$ cat src/rtl/led_status_pkg.sv
// +----------------------------------------------------------------------------+
// | led_status_pkg : mode encoding, sample constants and magnitude helpers      |
// | Revision 1.0                                                                 |
// +----------------------------------------------------------------------------+
`default_nettype none

package led_status_pkg;

  typedef enum logic [1:0] {
    MODE_LEFT   = 2'd0,
    MODE_RIGHT  = 2'd1,
    MODE_PEAK   = 2'd2,
    MODE_FREEZE = 2'd3
  } mode_t;

  localparam int SAMPLE_W = 16;
  localparam logic [SAMPLE_W-1:0] PEAK_MAX = 16'h7FFF;

  // |s| for a two's complement sample; the most negative code clips to PEAK_MAX.
  function automatic logic [SAMPLE_W-1:0] abs_sat(input logic [SAMPLE_W-1:0] s);
    logic [SAMPLE_W-1:0] m;
    if (!s[SAMPLE_W-1]) begin
      m = s;
    end else if (s == 16'h8000) begin
      m = PEAK_MAX;
    end else begin
      m = -s;
    end
    return m;
  endfunction

  function automatic logic [SAMPLE_W-1:0] thermometer(input logic [SAMPLE_W-1:0] p);
    logic [SAMPLE_W-1:0] t;
    for (int i = 0; i < SAMPLE_W; i++) begin
      t[i] = |(p >> i);
    end
    return t;
  endfunction

endpackage

`default_nettype wire

$ cat src/rtl/btn_debounce.sv
// +----------------------------------------------------------------------------+
// | btn_debounce : 2-flop synchronizer plus level debounce, pulses on press     |
// | Revision 1.0                                                                 |
// +----------------------------------------------------------------------------+
`default_nettype none

module btn_debounce #(
  parameter int DEBOUNCE_CYCLES = 500000
) (
  input  logic clk,
  input  logic rst,
  input  logic btn_n,
  output logic press
);

  localparam int CNT_W = $clog2(DEBOUNCE_CYCLES);
  localparam logic [CNT_W-1:0] CNT_LAST = CNT_W'(DEBOUNCE_CYCLES - 1);

  logic             sync1_q, sync1_d;
  logic             sync2_q, sync2_d;
  logic             stable_q, stable_d;
  logic             press_q, press_d;
  logic [CNT_W-1:0] cnt_q, cnt_d;
  logic             differ;
  logic             accept;

  always_comb begin
    sync1_d  = btn_n;
    sync2_d  = sync1_q;
    differ   = (sync2_q != stable_q);
    accept   = differ && (cnt_q == CNT_LAST);
    cnt_d    = '0;
    stable_d = stable_q;
    press_d  = 1'b0;
    if (accept) begin
      stable_d = sync2_q;
      // Active-low button: only the released-to-pressed edge pulses.
      press_d  = ~sync2_q;
    end else if (differ) begin
      cnt_d = cnt_q + 1'b1;
    end
  end

  always_ff @(posedge clk or posedge rst) begin
    if (rst) begin
      sync1_q  <= 1'b1;
      sync2_q  <= 1'b1;
      stable_q <= 1'b1;
      press_q  <= 1'b0;
      cnt_q    <= '0;
    end else begin
      sync1_q  <= sync1_d;
      sync2_q  <= sync2_d;
      stable_q <= stable_d;
      press_q  <= press_d;
      cnt_q    <= cnt_d;
    end
  end

  assign press = press_q;

endmodule

`default_nettype wire

$ cat src/rtl/led_status_ctrl.sv
// +----------------------------------------------------------------------------+
// | led_status_ctrl : LED bank mux for L/R samples and peak meter, rate-limited  |
// | Optional LED_BARGRAPH_EN shows the peak as a thermometer. Revision 1.0       |
// +----------------------------------------------------------------------------+
`default_nettype none

module led_status_ctrl
  import led_status_pkg::*;
#(
  parameter int DEBOUNCE_CYCLES = 500000,
  parameter int UPDATE_DIV      = 5000000
) (
  input  logic        clk,
  input  logic        rst,
  input  logic        btn_n,
  input  logic [15:0] l_data,
  input  logic        l_valid,
  input  logic [15:0] r_data,
  input  logic        r_valid,
  output logic [15:0] led,
  output logic [1:0]  mode,
  output logic        btn_pulse
);

  localparam int REF_W = $clog2(UPDATE_DIV);
  localparam logic [REF_W-1:0] REF_LAST = REF_W'(UPDATE_DIV - 1);

  mode_t                mode_q, mode_d;
  logic [SAMPLE_W-1:0]  led_q, led_d;
  logic [SAMPLE_W-1:0]  last_l_q, last_l_d;
  logic [SAMPLE_W-1:0]  last_r_q, last_r_d;
  logic [SAMPLE_W-1:0]  peak_q, peak_d;
  logic [REF_W-1:0]     ref_cnt_q, ref_cnt_d;
  logic                 load_pending_q, load_pending_d;
  logic [SAMPLE_W-1:0]  l_mag, r_mag, contrib, peak_view, src;
  logic                 tick;

  btn_debounce #(
    .DEBOUNCE_CYCLES(DEBOUNCE_CYCLES)
  ) u_btn_debounce (
    .clk  (clk),
    .rst  (rst),
    .btn_n(btn_n),
    .press(btn_pulse)
  );

  always_comb begin
`ifdef LED_BARGRAPH_EN
    peak_view = thermometer(peak_q);
`else
    peak_view = peak_q;
`endif
  end

  always_comb begin
    l_mag   = l_valid ? abs_sat(l_data) : '0;
    r_mag   = r_valid ? abs_sat(r_data) : '0;
    contrib = (l_mag > r_mag) ? l_mag : r_mag;
    tick    = (ref_cnt_q == REF_LAST);

    last_l_d = l_valid ? l_data : last_l_q;
    last_r_d = r_valid ? r_data : last_r_q;

    // The tick window restarts from this cycle's samples so none are lost.
    if (tick) begin
      peak_d = contrib;
    end else begin
      peak_d = (contrib > peak_q) ? contrib : peak_q;
    end

    if (load_pending_q || tick) begin
      ref_cnt_d = '0;
    end else begin
      ref_cnt_d = ref_cnt_q + 1'b1;
    end

    case (mode_q)
      MODE_LEFT:  src = last_l_q;
      MODE_RIGHT: src = last_r_q;
      MODE_PEAK:  src = peak_view;
      default:    src = led_q;
    endcase
    led_d = (tick || load_pending_q) ? src : led_q;

    mode_d         = mode_q;
    load_pending_d = 1'b0;
    if (btn_pulse) begin
      case (mode_q)
        MODE_LEFT:  mode_d = MODE_RIGHT;
        MODE_RIGHT: mode_d = MODE_PEAK;
        MODE_PEAK:  mode_d = MODE_FREEZE;
        default:    mode_d = MODE_LEFT;
      endcase
      load_pending_d = (mode_d != MODE_FREEZE);
    end
  end

  always_ff @(posedge clk or posedge rst) begin
    if (rst) begin
      mode_q         <= MODE_LEFT;
      led_q          <= '0;
      last_l_q       <= '0;
      last_r_q       <= '0;
      peak_q         <= '0;
      ref_cnt_q      <= '0;
      load_pending_q <= 1'b0;
    end else begin
      mode_q         <= mode_d;
      led_q          <= led_d;
      last_l_q       <= last_l_d;
      last_r_q       <= last_r_d;
      peak_q         <= peak_d;
      ref_cnt_q      <= ref_cnt_d;
      load_pending_q <= load_pending_d;
    end
  end

  assign led  = led_q;
  assign mode = mode_q;

endmodule

`default_nettype wire

$ cat config.mk
export PLATFORM = sky130hd
export DESIGN_NAME = led_status_ctrl
export DESIGN_NICKNAME = d
export VERILOG_FILES = /design/src/rtl/led_status_pkg.sv /design/src/rtl/btn_debounce.sv /design/src/rtl/led_status_ctrl.sv
export SDC_FILE = /design/constraint.sdc
export NUM_CORES = 1
export LEC_CHECK = 0
export CAP_MARGIN = 20
export CORE_ASPECT_RATIO = 1.5
export CORE_MARGIN = 2
export CORE_UTILIZATION = 52
export DETAILED_ROUTE_END_ITERATION = 16
export PLACE_DENSITY = 0.74
export SLEW_MARGIN = 20
export SYNTH_ARGS = -nofsm -noshare
export SYNTH_HDL_FRONTEND = slang
export SYNTH_SLANG_ARGS = --single-unit
$ cat constraint.sdc
create_clock -name clk -period 10.03 [get_ports clk]
set_input_delay 2.006 -clock clk [delete_from_list [all_inputs] [get_ports clk]]
set_output_delay 2.006 -clock clk [all_outputs]
set_load 0.03 [all_outputs]
Word level (Yosys, flattened, before mapping)
Index checks and enable logic that the tools add are counted. Widths: inputs -> output; s select.

Equality and inequality tests: 8. Order comparisons: 2. Muxes and demuxes: 17. Reduce and logical (&&, ||, !) cells: 6. Add/subtract/negate cells: 4. Bitwise gates (word level): 1.

Operators with widths (number): $mux 16 (9); $pmux 16 s3 (1); $mux 19 (2); $eq 16x16->1 const B (2); $gt 16x16->1 (2); $neg 16->16 (2); $add 23x1->23 const B (1); $eq 23x23->1 const B (1); $mux 23 (1); $add 19x1->19 const B (1); $eq 19x19->1 const B (1); $pmux 2 s3 (1); $reduce_bool 3->1 (1); $eq 2x1->1 const B (1); $eq 2x2->1 const B (1); $logic_not 2->1 (1); $mux 1 (2); $mux 2 (1); $ne 2x2->1 const B (1); $reduce_and 2->1 (1); $reduce_bool 2->1 (1); $logic_and 1x1->1 (1); $logic_or 1x1->1 (1); $ne 1x1->1 (1); $not 1->1 (1).

Register bits: 113. Logic and storage cells: 50.

Logic depth before layout (Yosys ltp)
Depth in word-level cells: 9. Mapped depth: 25. Depth with buffers taken out: 23.

Hierarchy
A second synthesis with hierarchy kept.

Cell total of the unflattened synthesis: 718. Area, all modules: 6851.6 um2.

By module, submodules not included: led_status_ctrl (area an instance 5731.7 um2, seq. area each 2252.2 um2, instances 1, cells each 607); btn_debounce (area an instance 1119.8 um2, seq. area each 579.3 um2, instances 1, cells each 111).

Least setup slack after synthesis
Ideal clock, no wire load.

Path kind: input -> register. Start: in l_data[1]. End: reg peak_q[1]. Library setup time: 0.125 ns. Stages on the path: 23. Slack: 2.480 ns. Arrival time: 7.426 ns. Required time: 9.905 ns. Cells stage by stage: inv_1 > ha_1 > or4b_4 > or3_4 > or4_1 > a21oi_1 > nor2_1 > ha_1 > nand4_1 > nor4_1 > a221oi_1 > a21oi_2 > buf_2 > mux2i_1 > ha_1 > nor2b_1 > o21ai_0 > nand2_1 > a22oi_1 > o211ai_1 > a21oi_1 > clkbuf_1 > mux2_2.

Word-level cells in the longest chain between the ends: 8. Elaborated cells on any way between the ends: 11.

Ends and longest elaborated chain: start: declaration (RTL line led_status_ctrl.sv:16) `input logic [15:0] l_data,`; $neg 16->16 / $eq 16x16->1 (equally long branches) (RTL line led_status_pkg.sv:27, led_status_pkg.sv:24); $mux 16 (RTL line led_status_pkg.sv:24) `end else if (s == 16'h8000) begin`; $mux 16 (*) (RTL line led_status_pkg.sv:22) `if (!s[SAMPLE_W-1]) begin`; $mux 16 (*) (RTL line led_status_ctrl.sv:56) `l_mag = l_valid ? abs_sat(l_data) : '0;`; $gt 16x16->1 (RTL line led_status_ctrl.sv:58) `contrib = (l_mag > r_mag) ? l_mag : r_mag;`; $mux 16 (*) (RTL line led_status_ctrl.sv:58); named net contrib[1] (RTL line led_status_ctrl.sv:35) `logic [SAMPLE_W-1:0] l_mag, r_mag, contrib, peak_view, src;`; $gt 16x16->1 / $mux 16 (equally long branches) (RTL line led_status_ctrl.sv:68) `peak_d = (contrib > peak_q) ? contrib : peak_q;`; $reduce_bool 2->1 (no source line) / $mux 16 (equally long branches); end signal: assignment (RTL line led_status_ctrl.sv:112) `peak_q <= peak_d;`; end: declaration (RTL line led_status_ctrl.sv:32) `logic [SAMPLE_W-1:0] peak_q, peak_d;`.

The timed path passes the listed nets; every way through them passes the cells marked *. The select of a mux whose other input is x is not followed. A chain may end at the register's enable or synchronous reset.

Final worst setup path
Start: in l_data[15]. End: reg peak_q[2].

Word-level cells in the longest chain between the ends: 8. Elaborated cells on any way between the ends: 11.

Ends and longest elaborated chain (RTL line): $neg 16->16 / $eq 16x16->1 (equally long branches) (led_status_pkg.sv:27, led_status_pkg.sv:24); $mux 16 (led_status_pkg.sv:24); $mux 16 (*) (led_status_pkg.sv:22); $mux 16 (*) (led_status_ctrl.sv:56); $gt 16x16->1 (led_status_ctrl.sv:58); $mux 16 (*) (led_status_ctrl.sv:58); named net contrib[14] (led_status_ctrl.sv:35); $gt 16x16->1 (*) (led_status_ctrl.sv:68); $reduce_bool 2->1 (no source line) (*).

Marks and branches as above.

==> metrics.txt <==
leakage power 3.52 nW; Yosys cell types 56; IO Port Bufs 55; CTS Root Cell clkbuf_16; Post-Synth Adder-Cell Area 0.0740; Placed Instance Area 7440 sq um; Post-CTS Hold Buffers 0; area fraction of the dominant cell type after synthesis 0.407; Post-CTS Resized 0; Core Box Area 12800 sq um; final setup fails 0; Tcrit/Tclk final 0.833; Area Overhead vs Synth 20.1%; wire length per cell about 17 um; global-route wire length before repair 27100 um; number of global-route vias before repair 5659; grt met2 use 0.409; WHS 361 ps; Most Used Layer, Global Route met2; Critical Path Start Type primary input; Mapped Cells about 700; Worst EP required 10320 ps; Die H 144 um; antenna-violating nets left 0; Synth top cells by count dfrtp_1 (110), nand2_1 (73), o21ai_0 (64); Relative slew margins 0.258; worst-margin pin slew ~1100 ps; Post-Synth Simple-Gate Area 0.172; critical path endpoint category register; unrepaired setup endpoints after global routing no; number of H-tree levels 4; largest net degree at the start of global routing between 50 and 60; Initial Utilization 0.527; Clock transition at path regs approximately 60 ps; Die Width 97.1 um; Final Total Pwr 0.00151 W; drt via density a little under 6; # IOs 56; Synth Area in XOR/XNOR 0.0661; met3 Usage GRT 0.0540; initial antenna violation count 0; post-synthesis sequential area ratio 0.419; Max-Cap Viols 0; Routed WL 16100 um; Post-synth EDFFs 0; Primary FF master, synth dfrtp_1; Layout fillers 1014; IR drop worst, VDD 125 uV; DRC 0; post-route design area 8120 sq um; Slew Viols, Final 0; Detail Placement HPWL 11700 um; row count just over 50; Inserted Clock Buffers 17; Clock Tree Buf Depth 2; fmax 0.120 GHz; global placement routability congestion 0.905; FF+latch count, synth 113; biggest area consumer among synthesized cells dfrtp_1; DRT iter0 DRCs 369; final hold viol count 0; M1 GR Usage 0.292; Post-CTS Setup Inserts 0; routed vias 5477; run status completed; Fin Setup TNS 0 ps; Max FO, Critical Path 22; post-synthesis compound-gate area fraction 0.116; first drt pass iteration count 5; Skew-Pair Late Insertion Delay 410 ps; syn_nets 788; Worst EP arrival 8640 ps; Power Density 186 nW/um^2; CTS tree done; multiplexer share of the synthesized area 0.111; Hold Crit Class register to register; Syn Std Cell Area around 6800 sq um; largest family of logic cells by synthesized area simple AND/OR/NAND/NOR gates; Fin Clk Skew 7.54 ps; All-Layer GR Usage 0.240; Overflow after GRT 0; Die Area between 10000 and 15000 sq um; top cells by area, synth dfrtp_1 (41%), mux2_2 (8.3%), ha_1 (7.4%); Mean Syn Cell Area ~9.5 sq um; sink count of the clock tree 113; FFs w/ async S/R, synth 1.00; share of cells above drive strength 1 0.138; ant diodes 0; post-route minimum period about 8400 ps; Syn. warnings 0; crit path kind primary input to register; most instantiated library cell after synthesis dfrtp_1; layout net count 839
==> path summary, 6_finish.rpt <==
check / endpoint / start / slack (ps) / depth (start not counted)
setup / recovery: peak_q[2] / l_data[15] / 1680 / 20
hold / removal: u_btn_debounce.sync2_q / u_btn_debounce.sync1_q / 360 / 0
setup reg to reg: led[5] / ref_cnt_q[13] / 6950 / 7
hold reg to reg: u_btn_debounce.sync2_q / u_btn_debounce.sync1_q / 360 / 0
max in group asynchronous: led[12] / rst / 6790 / 3
min in group asynchronous: u_btn_debounce.cnt_q[12] / rst / 2060 / 2
==> cell usage in the layout (no fill, tap or decap), types with 6 or more instances in the layout <==
| master | instances |
|---|---|
| o21ai_0 | 64 |
| ha_1 | 40 |
| clkbuf_16 | 17 |
| mux2i_1 | 17 |
| clkdlybuf4s50_1 | 55 |
| and3_1 | 6 |
| xor2_1 | 27 |
| nor2_1 | 59 |
| inv_1 | 45 |
| or3_1 | 8 |
| nor4_1 | 6 |
| xnor2_1 | 24 |
| nand2b_1 | 8 |
| nand3_1 | 25 |
| nand4_1 | 14 |
| a22oi_1 | 17 |
| a21o_1 | 6 |
| a21oi_1 | 17 |
| mux2_2 | 50 |
| nand2_1 | 73 |
| nor3_1 | 13 |
| bufinv_16 | 6 |
| dfrtp_1 | 110 |
==> layer usage <==
metal	up-vias	part of all wire
met2	164	0.49
met3	50	0.047
met5	-	0
met4	0	0.032
met1	2665	0.43
li1	2598	-
==> worst max-delay path: stages <==
cell,delay (ps)
clkdlybuf4s50_1,910
or4b_2,640
nor4_1,610
nor2_1,80
mux2i_1,150
nand2_1,90
inv_1,80
ha_1,150
nand4_1,140
nor4_1,430
a221oi_1,180
a21oi_2,900
mux2_2,440
ha_1,300
nand4_1,160
nor4_1,450
nand4_1,150
a21oi_1,190
buf_4,210
mux2_2,350
==> area by class of cell <==
| class | instances | area (sq um) | area share |
|---|---|---|---|
| multi-input combinational | 524 | 3650 | 0.449 |
| sequential | 113 | 2830 | 0.349 |
| timing repair buffer | 60 | 588 | 0.0724 |
| clock buffer | 20 | 447 | 0.0550 |
| clock inverter | 12 | 230 | 0.0284 |
| tap | 159 | 199 | 0.0245 |
| inverter | 46 | 175 | 0.0216 |
==> state kept, by name, indices dropped and copies added, names as in the netlist <==
name / cells
u_btn_debounce.press: 1
last_r_q: 16
peak_q: 16
last_l_q: 16
u_btn_debounce.sync1_q: 1
ref_cnt_q: 23
u_btn_debounce.sync2_q: 1
led: 16
u_btn_debounce.cnt_q: 19
u_btn_debounce.stable_q: 1
load_pending_q: 1
mode: 2
==> kinds of logic (layout without fill, tap and decap cells) <==
group	Yosys count	count (layout)
simple gates	236	236
compound gates	129	129
flops	113	113
buf+inv	74	138
mux	68	68
xor+xnor	51	51
fa+ha+maj	40	40
==> power breakdown <==
group          total (W)  internal, W  leakage (nW)  switching [W]
logic           0.000293     0.000140          1.73       0.000153
clock network   0.000697     0.000475         0.321       0.000222
registers       0.000524     0.000496          1.46      0.0000283
total            0.00151      0.00111          3.52       0.000403
==> through the flow <==
step	worst slack, ps	utilization	instances
finish	1680	0.633	934
global route	1180	0.633	934
CTS	1730	0.633	934
detailed placement	1310	0.580	902
global placement	1710	0.580	902
floorplan	2480	-	711
Note: power is estimated with default switching activity, not from simulation.
